### src/rtl/alu_arbiter.sv
// alu_arbiter: lets two requesters share one combinational alu, one operation at a time.
//   Requests use a valid/ready handshake. When both requesters are waiting, the one that
//   was not served last wins (round-robin). The winner's operands are registered and drive
//   the alu. The alu outputs are captured one cycle later and returned to that requester
//   over a valid/ready response channel.
// Ports:
//   clk, rst                       clock; synchronous active-high reset
//   req_valid/req_ready [1:0]      per-requester request handshake (ready is one-hot or zero)
//   req_A/req_B [2*DATA_WIDTH]     requester i operands at [i*DATA_WIDTH +: DATA_WIDTH]
//   req_ALUop [5:0]                requester i opcode at [i*3 +: 3]
//   rsp_valid/rsp_ready [1:0]      per-requester response handshake (valid is one-hot or zero)
//   rsp_Result, rsp_flags          captured result and {Err, Overflow, CarryOut, Zero}
//   alu_A/alu_B/alu_ALUop          registered operands driven to the alu
//   alu_Result/Overflow/CarryOut/Zero  outputs returned from the alu
module alu_arbiter #(
  parameter int DATA_WIDTH = 32
) (
  input  logic                    clk,
  input  logic                    rst,
  input  logic [1:0]              req_valid,
  output logic [1:0]              req_ready,
  input  logic [2*DATA_WIDTH-1:0] req_A,
  input  logic [2*DATA_WIDTH-1:0] req_B,
  input  logic [5:0]              req_ALUop,
  output logic [1:0]              rsp_valid,
  input  logic [1:0]              rsp_ready,
  output logic [DATA_WIDTH-1:0]   rsp_Result,
  output logic [3:0]              rsp_flags,
  output logic [DATA_WIDTH-1:0]   alu_A,
  output logic [DATA_WIDTH-1:0]   alu_B,
  output logic [2:0]              alu_ALUop,
  input  logic [DATA_WIDTH-1:0]   alu_Result,
  input  logic                    alu_Overflow,
  input  logic                    alu_CarryOut,
  input  logic                    alu_Zero
);

  typedef enum logic [1:0] {IDLE, EXEC, RESP} state_t;

  state_t                  state, state_nx;
  logic                    last_grant;
  logic                    owner;
  logic [DATA_WIDTH-1:0]   op_a, op_b;
  logic [2:0]              op_code;
  logic                    grant_idx;
  logic                    accept;
  logic                    rsp_done;
  logic                    illegal;

  // Winner selection: a lone requester wins outright; with both waiting,
  // the one that did not complete the previous operation wins.
  always_comb begin
    grant_idx = 1'b0;
    if (req_valid == 2'b11) grant_idx = ~last_grant;
    else                    grant_idx = req_valid[1];
  end

  assign accept   = (state == IDLE) && (req_valid != 2'b00) && !rst;
  assign rsp_done = (state == RESP) && rsp_ready[owner];
  assign illegal  = (op_code == 3'b011) || (op_code == 3'b100) || (op_code == 3'b101);

  always_comb begin
    req_ready = '0;
    if (accept) req_ready[grant_idx] = 1'b1;
  end

  always_comb begin
    rsp_valid = '0;
    if (state == RESP) rsp_valid[owner] = 1'b1;
  end

  always_comb begin
    state_nx = state;
    case (state)
      IDLE:    if (accept) state_nx = EXEC;
      EXEC:    state_nx = RESP;
      RESP:    if (rsp_done) state_nx = IDLE;
      default: state_nx = IDLE;
    endcase
  end

  always_ff @(posedge clk) begin
    if (rst) begin
      state      <= IDLE;
      last_grant <= 1'b1;
      owner      <= 1'b0;
      op_a       <= '0;
      op_b       <= '0;
      op_code    <= '0;
      rsp_Result <= '0;
      rsp_flags  <= '0;
    end else begin
      state <= state_nx;
      if (accept) begin
        owner   <= grant_idx;
        op_a    <= grant_idx ? req_A[2*DATA_WIDTH-1:DATA_WIDTH] : req_A[DATA_WIDTH-1:0];
        op_b    <= grant_idx ? req_B[2*DATA_WIDTH-1:DATA_WIDTH] : req_B[DATA_WIDTH-1:0];
        op_code <= grant_idx ? req_ALUop[5:3] : req_ALUop[2:0];
      end
      if (state == EXEC) begin
        // Illegal opcodes still complete, but report only the error flag.
        if (illegal) begin
          rsp_Result <= '0;
          rsp_flags  <= 4'b1000;
        end else begin
          rsp_Result <= alu_Result;
          rsp_flags  <= {1'b0, alu_Overflow, alu_CarryOut, alu_Zero};
        end
      end
      if (rsp_done) last_grant <= owner;
    end
  end

  assign alu_A     = op_a;
  assign alu_B     = op_b;
  assign alu_ALUop = op_code;

endmodule

### config.mk
export PLATFORM = sky130hd
export DESIGN_NAME = alu_arbiter
export DESIGN_NICKNAME = d
export VERILOG_FILES = /design/src/rtl/alu_arbiter.sv
export SDC_FILE = /design/constraint.sdc
export NUM_CORES = 1
export LEC_CHECK = 0
export BUFFER_PORTS_ARGS = -buffer_cell sky130_fd_sc_hd__buf_2
export CORE_ASPECT_RATIO = 0.8
export CORE_MARGIN = 2
export CORE_UTILIZATION = 25
export DETAILED_ROUTE_END_ITERATION = 12
export PLACE_DENSITY = 0.61
export SETUP_SLACK_MARGIN = 0.2
export SLEW_MARGIN = 20
export SYNTH_ARGS = -nofsm -noshare
export SYNTH_HDL_FRONTEND = slang
export SYNTH_SLANG_ARGS = --single-unit
### constraint.sdc
create_clock -name clk -period 1.2 [get_ports clk]
set_input_delay 0 -clock clk [delete_from_list [all_inputs] [get_ports clk]]
set_output_delay 0 -clock clk [all_outputs]
set_load 0.02 [all_outputs]
* Word level (Yosys, flattened, before mapping)
Index checks and enable logic that the tools add are counted.
** Operators by class
- Add/sub/neg operators :: 0
- Multipliers :: 0
- Div/mod/pow operators :: 0
- $lt $le $gt $ge :: 4
- Eq/ne operators :: 8
- Shift operators :: 0
- Multiplexer cells :: 17
- Bitwise gates (word level) :: 1
- Reductions and logical operators :: 11
** Operator list (number)
- two-way mux 32 bit :: 3
- two-way mux 2 bit :: 4
- == test 3 bit (second input constant) :: 2
- case mux 2 bit (3 select lines) :: 1
- logical AND 1 bit :: 5
- two-way mux 1 bit :: 5
- == test 2 bit (second input constant) :: 2
- less-than comparator 1 x 2 -> 1 bit (second input constant) :: 2
- two-way mux 4 bit :: 1
- != test 2 bit (second input constant) :: 2
- == test 3 x 2 -> 1 bit (second input constant) :: 1
- two-way mux 3 bit :: 1
- demux 1 bit (select 1 bit) :: 2
- == test 2 x 1 -> 1 bit (second input constant) :: 1
- >= comparator 1 bit (second input constant) :: 2
- logical NOT 2 bit :: 1
- logical OR 1 bit :: 2
- AND reduction 2 bit :: 1
- nonzero test 2 bit :: 1
- logical NOT 1 bit :: 1
- inverter 1 bit :: 1
** Word-level totals
- Register bits :: 107
- Bits in latches :: 0
- Memory bits (writable) :: 0
- Bits in read-only memories :: 0
- Input port bits :: 175
- Output and inout port bits :: 107
- Logic and storage cells :: 49
- Memories kept :: 0

* Longest topological paths before layout
- Depth after elaboration :: 7
- Gate-level depth with buffers :: 7
- Gate-level depth less buffers :: 4

* Worst setup path after synthesis
OpenSTA, ideal clock, no wires.
- Kind :: reg2reg
- From :: register op_code[1] (netlist: alu_ALUop[1])
- To :: register rsp_Result[0]
- Library setup time :: 70 ps
- Arrival :: 1259 ps
- Required time :: 1130 ps
- Setup slack :: -129 ps
- Stages on the path, launching flop included :: 6
- Buffers on the path :: 2
- Period minus slack after synthesis :: 1329 ps
- Path through :: dfxtp_1 > nand2b_1 > buf_2 > buf_1 > nand4_1 > a21oi_1
** Between the ends
- Word-level cells in the longest chain between the ends :: 4
- Elaborated cells between the ends (all ways) :: 6
- Classes of those cells :: eq/ne: 3; mux: 1; reduce/logical: 2
** Ends and longest elaborated chain
- from (decl) :: RTL line 44 : logic [2:0] op_code;
- from (signal assigned) :: RTL line 98 : op_code <= grant_idx ? req_ALUop[5:3] : req_ALUop[2:0];
- == test 3 x 2 -> 1 bit / == test 3 bit (equally long branches) :: RTL line 60 : assign illegal = (op_code == 3'b011) || (op_code == 3'b100) || (op_code == 3'b101);
- logical OR 1 bit :: RTL line 60
- logical OR 1 bit * :: RTL line 60
- two-way mux 32 bit * :: RTL line 102 : if (illegal) begin
- to (signal assigned) :: RTL line 106 : rsp_Result <= alu_Result;
- to (decl) :: RTL line 27 : output logic [DATA_WIDTH-1:0] rsp_Result,
Mark *: on every way between the ends. The rest lies on a longest branch, timed or not.
A chain may end at the register's enable or synchronous reset.

* Final worst setup path
- From :: register state[1]
- To :: output req_ready[1]
** Between the ends
- Word-level cells in the longest chain between the ends :: 4
** Ends and longest elaborated chain
- from (decl) :: RTL line 40 : state_t state, state_nx;
- from (signal assigned) :: RTL line 93 : state <= state_nx;
- logical NOT 2 bit :: RTL line 58 : assign accept = (state == IDLE) && (req_valid != 2'b00) && !rst;
- logical AND 1 bit (2 in series) :: RTL line 58
- two-way mux 2 bit :: RTL line 64 : if (accept) req_ready[grant_idx] = 1'b1;
- to (decl) :: RTL line 21 : output logic [1:0] req_ready,
No other way between the ends.

==> results.sh <==
export IMPL_post_dp_hpwl_um=11600
export IMPL_end_kind="output pin"
export IMPL_io_buffers=281
export IMPL_finalWorstSetupSlack_ns=-0.304
export IMPL_viasPerCell=5.05
export IMPL_slowest_delay_ns=0.34
export IMPL_dr_pass1_iters=8
export IMPL_powerDensity_mw_per_mm2=1130
export IMPL_crit_slowest_cell="dfxtp_2"
export IMPL_finalHoldViolCount=0
export IMPL_path_buf_inv=5
export IMPL_seqPwrFrac_pct=36.9
export IMPL_core_area_mm2=0.0180
export IMPL_root_buffer="clkbuf_16"
export IMPL_synthFlopType="dfxtp_1"
export IMPL_hp_class="input port to flop"
export IMPL_synth_cells=570
export IMPL_clockBufferDepth=2
export IMPL_rows=44
export IMPL_numClockSinks=107
export IMPL_initial_core_util_pct=25.3
export IMPL_p_int_w=0.00738
export IMPL_die_h_um=125
export IMPL_finalSetupViolations=109
export IMPL_arrival_ns=1.50
export IMPL_yosysWarnings=0
export IMPL_worst_setup_path_type="flop to output pin"
export IMPL_numCtsBuffers=9
export IMPL_dieArea_mm2=0.0193
export IMPL_slew_limit_headroom_pct=59.3
export IMPL_path_max_fanout=4
export IMPL_drive_gt1_share_pct=41.3
export IMPL_sw_frac_of_total_pct=32.9
export IMPL_drc=0
export IMPL_place_ws_ns=-0.115
export IMPL_clkSlewWorstSetupHoldPaths_ns=0.08
export IMPL_ys_seq_area_share_pct=47.0
export IMPL_power_switching_w=0.00362
export IMPL_max_freq_mhz=665
export IMPL_ys_async_sr_fraction_pct=0
export IMPL_grt_start_max_net_pins=79
export IMPL_die_w_um=155
export IMPL_worstMarginPinSlew_ns=0.610
export IMPL_syn_avg_cell_area_um2=8.00
export IMPL_power_frac_clock_pct=26.9
export IMPL_area_growth_pct=114
export IMPL_fin_skew_ns=0.00607
export IMPL_syn_area_mm2=0.00456
export IMPL_period_share_pct=125
export IMPL_drtIter0Drc=411
export IMPL_report_final_slew_viol_count=0
export IMPL_most_common_layout_cells="buf_2 (276), dlygate4sd3_1 (169), nand2_1 (151)"
export IMPL_antenna_found_initial=0
export IMPL_io_pin_count=282
export IMPL_final_util_pct=54.2
export IMPL_htree_levels=3
export IMPL_vdd_drop_max_mv=0.778
export IMPL_grt_total_usage_pct=22.1
export IMPL_grt_pass1_vias=6332
export IMPL_leakagePower_nw=4.39
export IMPL_synth_edff_count=0
export IMPL_period_minus_slack_ns=1.50
export IMPL_diodes=0
export IMPL_status="finished with violations"
export IMPL_grt_pass1_wl_um=33800
export IMPL_cts_tree="done"
export IMPL_cp_required_ns=1.20
export IMPL_worstSkewPairLatency_ns=0.35
export IMPL_final_nets=1230
export IMPL_synth_nets=745
export IMPL_mostFrequentLayoutCell="buf_2"
export IMPL_rsz0062_at_grt="yes"
export IMPL_ys_seq_elements=107
export IMPL_grt_overflow=0
export IMPL_wire_per_inst_um=18.3
export IMPL_violations="setup timing"
export IMPL_cp_top_family="buffers and inverters"
export IMPL_synthDistinctLibCells=24
export IMPL_critPathLaunchType="flop"
export IMPL_routabilityCongestion=0.743
export IMPL_p_comb_share_pct=36.3
export IMPL_path_cells="nor3_4 -> buf_6 -> buf_12 -> buf_12 -> nand3_4 -> inv_2 -> buf_6"
export IMPL_max_cap_viol_count=0
export IMPL_ant_nets=0
export IMPL_wl_um=23600
export IMPL_via_count=6520
==> registers in the layout, indices dropped and copies added, names as in the netlist <==
signal,count
rsp_Result,32
alu_B,32
state,2
alu_ALUop,3
last_grant,1
owner,1
alu_A,32
rsp_flags,4
==> cells in the mapped netlist, types with 2 or more instances <==
| cell | n | area share, % |
|---|---|---|
| nand2_1 | 170 | 14 |
| buf_2 | 21 | 2.3 |
| nor2_1 | 3 | 0.25 |
| a21bo_2 | 2 | 0.44 |
| a311oi_1 | 68 | 13 |
| nand3b_1 | 2 | 0.33 |
| nand2b_1 | 2 | 0.27 |
| clkbuf_1 | 32 | 2.6 |
| a21oi_1 | 106 | 12 |
| nor2b_1 | 3 | 0.41 |
| dfxtp_1 | 107 | 47 |
| nand4_1 | 35 | 4.8 |
| buf_4 | 4 | 0.66 |
| buf_1 | 5 | 0.41 |
==> worst paths after layout <==
check                                    start             end  slack (ns)  cells past startpoint
worst max register to register        state[1]       alu_A[14]       -0.29                      8
worst min register to register  rsp_Result[30]  rsp_Result[30]        0.45                      2
worst max-delay path                  state[1]    req_ready[1]       -0.30                      7
worst min-delay path              rsp_ready[1]      last_grant        0.03                      3
==> power by group through the flow <==
stage | sequential, W | combinational [W] | clock [W]
floorplan | 0.00449 | 0.00106 | 0
global placement | 0.00413 | 0.00241 | 0
detailed placement | 0.00413 | 0.00241 | 0
CTS | 0.00405 | 0.00356 | 0.00303
global route | 0.00409 | 0.00423 | 0.00314
finish | 0.00405 | 0.00399 | 0.00295
==> final cells by class <==
class	count	area, um^2
clock inverter	7	58.8
multi-input combinational	398	2350
clock buffer	9	225
sequential	107	2150
fill	1543	8240
timing repair buffer	537	4670
tap	230	288
inverter	2	12.5
==> cell families after synthesis <==
| family | share of synthesized area (%) |
|---|---|
| AO/OA/AOI/OAI | 25.6 |
| buffers and inverters | 6.42 |
| flip-flops | 47.0 |
| multiplexers | 0.220 |
| AND/OR/NAND/NOR | 20.8 |
==> metrics by stage <==
step / hold slack (ns) / setup TNS [ns] / cells / power [W] / area [um^2]
global placement: 0.259 / -5.01 / 1044 / 0.00654 / 6360
CTS: 0.0180 / -16.30 / 1268 / 0.0106 / 9230
finish: 0.0344 / -17.59 / 1290 / 0.0110 / 9760
floorplan: 0.143 / -0.206 / 570 / 0.00555 / 4690
global route: 0.0196 / -25.65 / 1290 / 0.0115 / 9760
detailed placement: 0.260 / -5.82 / 1044 / 0.00654 / 6360
==> layer usage <==
layer  track usage, %  share of wire (%)
met1             26.3                 41
met3             6.02                7.9
met4             8.33                2.4
met5                0                  0
met2             38.0                 48
==> worst register-to-register path, stage by stage (launching register included) <==
cell and delay [ns]:
dfxtp_2 0.34, nor3_4 0.21, buf_6 0.13, buf_12 0.11
buf_12 0.10, buf_16 0.12, buf_12 0.11, a21oi_1 0.06
a311oi_1 0.22
==> timing repair <==
item / in CTS / in global routing
gates resized for setup: 56 / 56
setup endpoints to repair: 111 / 111
cloned: 18 / 10
buffers inserted: 21 / 12
hold endpoints to repair: 102 / 0
hold buffers: 169 / 0
pin swaps: 44 / 60
Power figures use the tool's default switching activity.
